## src/rtl/pc_sequencer.sv

```systemverilog
// rtl/pc_sequencer.sv - fetch program counter with optional return-address stack (macro PC_RAS_EN)
module pc_sequencer #(
    parameter int               WIDTH        = 16,
    parameter int               OFFSET_W     = 8,
    parameter int               INC          = 1,
    parameter logic [WIDTH-1:0] RESET_VECTOR = '0,
    parameter int               RAS_DEPTH    = 4
) (
    input  logic                clk,
    input  logic                rst,
    input  logic                en,
    input  logic [1:0]          mode,
    input  logic                call,
    input  logic [WIDTH-1:0]    bus,
    input  logic [OFFSET_W-1:0] offset,
    input  logic                err_clr,
    output logic [WIDTH-1:0]    pc,
    output logic [WIDTH-1:0]    pc_next,
    output logic                ras_empty,
    output logic                ras_full,
    output logic                ras_ovf,
    output logic                ras_unf
);
    localparam logic [1:0]       MODE_INC    = 2'b00;
    localparam logic [1:0]       MODE_JUMP   = 2'b01;
    localparam logic [1:0]       MODE_BRANCH = 2'b10;
    localparam logic [1:0]       MODE_RETURN = 2'b11;
    localparam logic [WIDTH-1:0] INC_W       = WIDTH'(INC);

    logic [WIDTH-1:0] offset_sext;
    logic [WIDTH-1:0] return_target;

    assign offset_sext = {{(WIDTH-OFFSET_W){offset[OFFSET_W-1]}}, offset};

    // Select the next fetch address; all arithmetic wraps modulo 2^WIDTH
    always_comb begin
        pc_next = pc;
        case (mode)
            MODE_INC:    pc_next = pc + INC_W;
            MODE_JUMP:   pc_next = bus;
            MODE_BRANCH: pc_next = pc + offset_sext;
            MODE_RETURN: pc_next = return_target;
            default:     pc_next = pc;
        endcase
    end

    // PC register: advances only when enabled, stalls otherwise
    always_ff @(posedge clk or posedge rst) begin
        if (rst) begin
            pc <= RESET_VECTOR;
        end else if (en) begin
            pc <= pc_next;
        end
    end

`ifdef PC_RAS_EN
    localparam int             PTR_W      = $clog2(RAS_DEPTH);
    localparam logic [PTR_W:0] FULL_COUNT = (PTR_W+1)'(RAS_DEPTH);

    logic [WIDTH-1:0] stack [RAS_DEPTH];
    logic [PTR_W-1:0] top;
    logic [PTR_W:0]   count;
    logic             do_push;
    logic             do_pop;

    // Calls only ride on JUMP/BRANCH; RETURN is the only pop
    assign do_push       = en && call && (mode == MODE_JUMP || mode == MODE_BRANCH);
    assign do_pop        = en && (mode == MODE_RETURN);
    assign ras_empty     = (count == '0);
    assign ras_full      = (count == FULL_COUNT);
    assign return_target = ras_empty ? pc : stack[top];

    // Stack storage: circular, so a push when full overwrites the oldest slot
    always_ff @(posedge clk) begin
        if (do_push) begin
            stack[top + PTR_W'(1)] <= pc + INC_W;
        end
    end

    // Stack pointer, occupancy and sticky error flags
    always_ff @(posedge clk or posedge rst) begin
        if (rst) begin
            top     <= '0;
            count   <= '0;
            ras_ovf <= 1'b0;
            ras_unf <= 1'b0;
        end else begin
            if (do_push) begin
                top <= top + PTR_W'(1);
                if (!ras_full) begin
                    count <= count + (PTR_W+1)'(1);
                end
            end else if (do_pop && !ras_empty) begin
                top   <= top - PTR_W'(1);
                count <= count - (PTR_W+1)'(1);
            end
            if (do_push && ras_full) begin
                ras_ovf <= 1'b1;
            end else if (err_clr) begin
                ras_ovf <= 1'b0;
            end
            if (do_pop && ras_empty) begin
                ras_unf <= 1'b1;
            end else if (err_clr) begin
                ras_unf <= 1'b0;
            end
        end
    end
`else
    logic unused_ras_inputs;

    // Without a stack, RETURN simply holds and the status outputs are fixed
    assign return_target     = pc;
    assign ras_empty         = 1'b1;
    assign ras_full          = 1'b0;
    assign ras_ovf           = 1'b0;
    assign ras_unf           = 1'b0;
    assign unused_ras_inputs = call ^ err_clr;
`endif

endmodule

```

## config.mk

```make
export PLATFORM = sky130hd
export DESIGN_NAME = pc_sequencer
export DESIGN_NICKNAME = d
export VERILOG_FILES = /design/src/rtl/pc_sequencer.sv
export SDC_FILE = /design/constraint.sdc
export NUM_CORES = 1
export LEC_CHECK = 0
export BUFFER_PORTS_ARGS = -buffer_cell sky130_fd_sc_hd__buf_2
export CAP_MARGIN = 5
export CORE_ASPECT_RATIO = 0.5
export CORE_MARGIN = 2
export CORE_UTILIZATION = 38
export CTS_CLUSTER_SIZE = 12
export DETAILED_ROUTE_END_ITERATION = 10
export HOLD_SLACK_MARGIN = 0.03
export PLACE_DENSITY = 0.67
export REMOVE_ABC_BUFFERS = 1
export SLEW_MARGIN = 20
export SYNTH_ARGS = -nofsm -noshare
export SYNTH_HDL_FRONTEND = slang
export SYNTH_SLANG_ARGS = --single-unit
```

## constraint.sdc

```tcl
create_clock -name clk -period 3.8 [get_ports clk]
set_clock_uncertainty 0.15 [all_clocks]
set_input_delay 0.38 -clock clk [delete_from_list [all_inputs] [get_ports clk]]
set_output_delay 0.38 -clock clk [all_outputs]
set_load 0.03 [all_outputs]
```

* Word-level counts from Yosys, hierarchy flattened
Index checks and enable logic that the tools add are counted.
Storage, ports and cells: output and inout port bits 36, bits in registers 16, RAM bits 0, input bits 31, word-level logic and storage cells 8, memories kept 0, latch bits 0, ROM bits 0
Operators by class: magnitude comparators 0, multiply operators 0, bitwise operators 0, divide/modulo/power cells 0, multiplexer cells 1, reductions and logical operators 1, shifts and indexed selects 0, equality and inequality tests 3, add/subtract/negate cells 2
Operator list (count):
- 16-bit one-hot mux with 4 select lines | 1
- 16-bit by 1-bit adder with 16-bit output (second input constant) | 1
- 16-bit adder | 1
- 2-bit equality test (second input constant) | 2
- 2-bit by 1-bit equality test with 1-bit output (second input constant) | 1
- 2-bit zero test | 1

* Longest topological paths before layout
Gate-level depths: netlist of the first run.
word-level depth 2, mapped depth 11, gate-level depth less buffers 10

* Least setup slack after synthesis of the first run
No wires, ideal clock.
path type input to output, start point in mode[1], end point out pc_next[8], stages 10, buffers on the path 1, data arrival time 3440 ps, setup slack -170 ps, data required time 3270 ps, cell sequence buf_1 nor2b_1 nand2b_1 ha_1 fa_1 a21o_1 a221oi_2 o21bai_2 maj3_2 a311oi_1
Between the ends: word-level cells in the longest chain between the ends 2
Ends and longest elaborated chain:
- start, declared | line 12 | input logic [1:0] mode,
- 2-bit equality test (tied with other cells) | line 38 | case (mode)
- 16-bit one-hot mux with 4 select lines (*) | line 38
- end, declared | line 18 | output logic [WIDTH-1:0] pc_next,
Mark *: on every way between the ends. The rest lies on a longest branch, timed or not.

* Final worst setup path of the first run
Ends and elaborated chain as after synthesis.

==> run metrics, run 1 <==
status finished, final reports clean; Reg clk slew, reported paths 70 ps; RSZ-0062 raised after global routing no; cell internal pwr 0.5773 mW; WL per Instance 13.72 um; Crit path top cell by count buf_2; synthesized area 1824 um2; Die Wd 102.0 um; prevailing post-synth register cell dfrtp_1; Post-synth ARST share 100.0%; first-pass GRT wire length 7866 um; Post-route DRC 0; Post-synth EDFFs 0; worst min path class primary input to async pin; Initial Util 40.46%; Pleak 1.030 nW; sw frac 52.22%; max reg flops 16; core area 4509 um2; layout cells sized above 1 29.50%; Fmax 281.0 MHz; Max Buffers Root-to-Sink 2; cts bufs inserted 3; Pwr Density 547.4 nW/um2; CTS hold repair buffers 0; Tot Pwr 1.208 mW; Worst-Margin Slew 686.3 ps; FP Rows 17; Yosys top cell area share 21.95%; Post-Syn Area per Cell 8.036 um2; # diodes 0; post-route core utilization 48.95%; Flop pwr share 25.3%; CP Data Arrival Time 3030 ps; first-pass detailed-route iteration total 4; combinational fraction of design power 63.5%; slowest CP cell fa_1; initial antenna violation count 0; Antenna Nets Post-Route 0; CP Cell Sequence buf_2 > nor2b_1 > nand2b_1 > ha_1 > fa_1 > a21o_1 > a221oi_2 > o21bai_2 > maj3_2 > a311oi_1 > buf_2; Remaining Overflow, GRT 0; RePlAce Congestion 0.8891; Post-CTS Setup Repair Bufs 0; clk sink count 16; Yosys cell types 53; clock share of power 11.1%; top cells by area, synth dfrtp_1 (22%), mux2i_1 (9.3%), a21oi_1 (5.5%); Vert. Die Dim 53.00 um; port bufs 60; drt initial violations 74; H-tree depth 1; flops & latches, synth 16; Area Overhead vs Synth 20.99%; final hold vios 0; Clock Latency Late Sink 260 ps; post-synthesis sequential area ratio 21.95%; GRT Resource Usage Total 18.59%; critical path class primary input to output port; Root Driver clkbuf_8; TritonCTS clock tree built; Mapped Cells 227; Max Cap Viol 0; Final min period 3559 ps; largest area contributor in the netlist dfrtp_1; Setup crit start kind primary input; Critical Path RT 3270 ps; YS warnings 0; largest register by flop count pc; Switch Pwr 0.6308 mW; IO Pins 67; drt total wl 4718 um; fin nets 319; CP max FO 5; DPL Wire Length 3544 um; cts repair resizes 0; CP endpoint kind output port; DIE AREA 5405 um2; peak supply drop 0.2308 mV; slew margin rel. 54.20%; drt via density 5.375; fin crit share 93.65%; Final setup viols 0; top flop regs pc (16); Max Transition Viols Final 0; largest net degree at the start of global routing 40; critical path's largest stage delay 410 ps; Fillers 487; setup TNS 0 ps; via count 1849; vias in the first global route 1747
cell usage after synthesis, types with 2 or more instances:
| cell type | instances |
|---|---|
| buf_4 | 4 |
| a21oi_1 | 20 |
| o211ai_1 | 6 |
| o21a_1 | 2 |
| a21o_1 | 4 |
| o2bb2ai_1 | 2 |
| o21ai_0 | 11 |
| inv_1 | 8 |
| buf_1 | 3 |
| mux2i_1 | 17 |
| and2_1 | 8 |
| nor2b_1 | 3 |
| xnor2_1 | 7 |
| o32ai_1 | 2 |
| a22oi_1 | 2 |
| nor2_1 | 11 |
| xor2_1 | 3 |
| nor4_1 | 4 |
| nand2b_1 | 7 |
| ha_1 | 7 |
| a2bb2oi_1 | 2 |
| clkbuf_1 | 12 |
| mux2_2 | 7 |
| nand2_1 | 18 |
| dfrtp_1 | 16 |
| nor3_1 | 6 |
| nor3b_1 | 2 |
| a31oi_1 | 2 |
| nand3_1 | 6 |
| conb_1 | 2 |
metrics by stage:
stage | worst slack [ps] | area, um2 | hold WS (ps) | cells
detailed placement | 244.0 | 2166 | 366.1 | 341
global route | 36.48 | 2207 | 133.2 | 344
finish | 241.3 | 2207 | 65.75 | 344
CTS | 227.3 | 2207 | 87.88 | 344
global placement | 272.4 | 2166 | 372.1 | 341
floorplan | 156.5 | 1745 | 143.7 | 210
layer usage:
layer | GRT usage (%) | share of wire (%) | up-vias
met3 | 3.963 | 5.4 | 4
li1 | - | - | 929
met2 | 34.76 | 49 | 45
met1 | 22.47 | 45 | 871
met5 | 0 | 0 | -
met4 | 3.333 | 0.49 | 0
cell usage in the layout, fill, tap and decap left out, types with 3 or more instances in the layout:
cell / count
mux2i_1: 17
mux2_2: 7
inv_1: 8
and2_1: 8
buf_2: 60
conb_1: 4
nand2b_1: 7
buf_4: 5
a21oi_1: 20
nor4_1: 4
nand2_1: 18
nand3_1: 6
nor2b_1: 3
xor2_1: 3
o211ai_1: 6
xnor2_1: 7
o21ai_0: 11
ha_1: 7
nor2_1: 11
nor3_1: 6
dfrtp_1: 16
a21o_1: 4
clkbuf_8: 3
power groups by stage:
stage / combinational (mW) / sequential (mW) / clock (mW)
after floorplan: 0.465 / 0.402 / 0
final: 0.767 / 0.306 / 0.135
after CTS: 0.771 / 0.306 / 0.139
after global placement: 0.756 / 0.305 / 0
after detailed placement: 0.768 / 0.308 / 0
after global routing: 0.830 / 0.322 / 0.145
area by class of cell:
| cell class | count | area, um2 | area share [%] |
|---|---|---|---|
| clock buffer | 3 | 41.29 | 1.871 |
| inverter | 9 | 33.78 | 1.531 |
| multi-input combinational | 185 | 1311 | 59.41 |
| sequential | 16 | 400.4 | 18.14 |
| tap | 66 | 82.58 | 3.741 |
| timing repair buffer | 65 | 337.8 | 15.31 |
critical path: cells and delay by family:
| kind | cells | cell delay, ps |
|---|---|---|
| compound gates | 4 | 1000 |
| fa+ha+maj | 3 | 980 |
| simple gates | 2 | 330 |
| buf+inv | 2 | 320 |
path summary, 6_finish.rpt:
| kind | start | to | slack [ps] | cells after the start |
|---|---|---|---|---|
| max in group asynchronous | rst | pc[5]$_DFFE_PP0P_ | 2990 | 2 |
| worst max-delay path | mode[1] | pc_next[8] | 240 | 11 |
| worst min register to register | pc[3]$_DFFE_PP0P_ | pc[3]$_DFFE_PP0P_ | 410 | 1 |
| worst min-delay path | rst | pc[12]$_DFFE_PP0P_ | 70 | 2 |
| min in group clk | bus[9] | pc[9]$_DFFE_PP0P_ | 320 | 3 |
| worst max register to register | pc[0]$_DFFE_PP0P_ | pc[8]$_DFFE_PP0P_ | 840 | 8 |
kinds of logic (layout without fill, tap and decap cells):
group / after synthesis / after routing / share of synthesized area, %
and+or+nand+nor: 73 / 73 / 21.06
AOI/OAI and AO/OA: 65 / 65 / 25.03
buffers and inverters: 28 / 77 / 6.584
muxes: 24 / 24 / 13.65
DFF: 16 / 16 / 21.95
xor gates and xnor gates: 10 / 10 / 4.801
adders and majority gates: 9 / 9 / 6.516
other: 2 / 4 / 0.4117
Power figures use the tool's default switching activity.
==> run 2, diff against run 1 <==
- CAP_MARGIN: 5 -> unset
- HOLD_SLACK_MARGIN: 0.03 -> 0.15
==> run 2 against run 1 <==
  * Global-route usage increased by 0.058 points
  * First-iteration DRC count shrank 20%
  * Wire length decreased by 0.11%
  * Die area unchanged
  * Worst hold slack improved by 250 ps
  * Power grew 0.12%
  * Sequential power hardly changed
  * Non-clock buffer count increased by 1
  * Sequential share of layout area is 0.082 points lower
  * Largest power group unchanged
==> run metrics, run 2 (synthesis results as in run 1) <==
worst r2r dst pc[8]$_DFFE_PP0P_ (unchanged); Worst-Margin Slew 686.9 ps (was 686.3 ps); initial antenna violation count 0 (unchanged); reg2reg setup slack 830 ps (was 840 ps); # diodes 0 (unchanged); cts bufs inserted 3 (unchanged); CP endpoint kind output port (unchanged); CP max FO 5 (unchanged); fin crit share 93.64% (was 93.65%); Pleak 1.034 nW (was 1.030 nW); Clock Latency Late Sink 260 ps (about the same); core area 4509 um2 (unchanged); peak supply drop 0.2309 mV (was 0.2308 mV); DPL Wire Length 3544 um (unchanged); Initial Util 40.46% (unchanged); GRT Resource Usage Total 18.64% (was 18.59%); Final min period 3558 ps (was 3559 ps); final worst slack 241.7 ps (was 241.3 ps); largest net degree at the start of global routing 40 (unchanged); fin nets 320 (was 319); Fmax 281.0 MHz (about the same); setup TNS 0 ps (unchanged); Die Wd 102.0 um (unchanged); vias in the first global route 1753 (was 1747); Pwr Density 545.6 nW/um2 (was 547.4 nW/um2); Setup crit start kind primary input (unchanged); commonest non-fill, non-tap cell in the layout buf_2 (unchanged); Post-route DRC 0 (unchanged); Area Overhead vs Synth 21.54% (was 20.99%); drt via density 5.380 (was 5.375); final hold vios 0 (unchanged); pre-CTS worst setup slack 244.0 ps (unchanged); DIE AREA 5405 um2 (unchanged); Final setup viols 0 (unchanged); Root Driver clkbuf_8 (unchanged); Max Transition Viols Final 0 (unchanged); port bufs 60 (unchanged); via count 1856 (was 1849); H-tree depth 1 (unchanged); top flop regs pc (16) (unchanged); largest register by flop count pc (unchanged); CP Data Arrival Time 3030 ps (about the same); drt initial violations 59 (was 74); Reg2Reg Depth 8 (unchanged); Remaining Overflow, GRT 0 (unchanged); most frequent cells in the layout buf_2 (60), a21oi_1 (20), nand2_1 (18), mux2i_1 (17), dfrtp_1 (16) (unchanged); slew margin rel. 54.16% (was 54.20%); worst r2r src pc[0]$_DFFE_PP0P_ (unchanged); layout cells sized above 1 29.39% (was 29.50%); clk sink count 16 (unchanged); RSZ-0062 raised after global routing no (unchanged); hold path cells 3; Reg clk slew, reported paths 70 ps (about the same); Vert. Die Dim 53.00 um (unchanged); status finished, final reports clean (unchanged); RePlAce Congestion 0.8891 (unchanged); TritonCTS clock tree built (unchanged); drt total wl 4713 um (was 4718 um); Max Cap Viol 0 (unchanged); Max Buffers Root-to-Sink 2 (unchanged); FP Rows 17 (unchanged); Antenna Nets Post-Route 0 (unchanged); Hold Path Sink pc[9]$_DFFE_PP0P_; max reg flops 16 (unchanged); first-pass GRT wire length 7893 um (was 7866 um); worst min path class primary input to register (was primary input to async pin); Hold Crit Start bus[9]; Critical Path RT 3270 ps (about the same); IO Pins 67 (unchanged); critical path class primary input to output port (unchanged); first-pass detailed-route iteration total 4 (unchanged); Post-CTS Setup Repair Bufs 0 (unchanged); WL per Instance 13.66 um (was 13.72 um)
## run 2: cell types whose count changed in the layout (fill, tap and decap cells not counted)
cell / delta
dlygate4sd3_1: +1
## run 2: critical path: stages
cell      delay, ps
buf_2            80
nor2b_1         230
nand2b_1         90
ha_1            210
fa_1            410
a21o_1          200
a221oi_2        350
o21bai_2        200
maj3_2          370
a311oi_1        260
buf_2           240
## run 2: how the worst max path moves through the flow
stage                  from    endpoint  slack [ps]  cells after the start
finish              mode[1]  pc_next[8]         240                     11
global route        mode[0]  pc_next[8]          40                     11
CTS                 mode[1]  pc_next[8]         230                     11
detailed placement  mode[1]  pc_next[8]         240                     11
global placement    mode[0]  pc_next[8]         270                     11
floorplan           mode[1]  pc_next[8]         160                      9
## run 2: area by class of cell
class                      count  area (um2)
sequential                    16       400.4
timing repair buffer          66       347.8
multi-input combinational    185        1311
inverter                       9       33.78
tap                           66       82.58
clock buffer                   3       41.29
fill                         484        2292
## run 2: stage by stage
stage,total power [mW],instances,instance area (um2),hold slack [ps],util (%)
2_1_floorplan,0.8672,210,1745,143.7,-
3_3_place_gp,1.061,341,2166,372.1,48.03
3_5_place_dp,1.076,341,2166,366.1,48.03
4_1_cts,1.216,345,2217,323.1,49.17
5_1_grt,1.298,345,2217,353.0,49.17
6_report,1.210,345,2217,319.3,49.17
## run 2: where the power goes
part / internal (mW) / switching [mW] / total [mW]
combinational: 0.284 / 0.484 / 0.768
sequential: 0.223 / 0.0828 / 0.306
clock: 0.0705 / 0.0651 / 0.136
total: 0.578 / 0.632 / 1.21
## run 2: routing by layer
metal	vias up	part of all wire [%]	global-route usage, %
li1	929	-	-
met1	887	46	22.63
met2	36	49	34.76
met3	4	4.4	3.963
met4	0	0.49	3.333
met5	-	0	0
## run 2: repair_timing
item	4_1_cts	5_1_grt
hold buffers	1	0
hold endpoints to repair	16	0
gates resized for setup	0	0
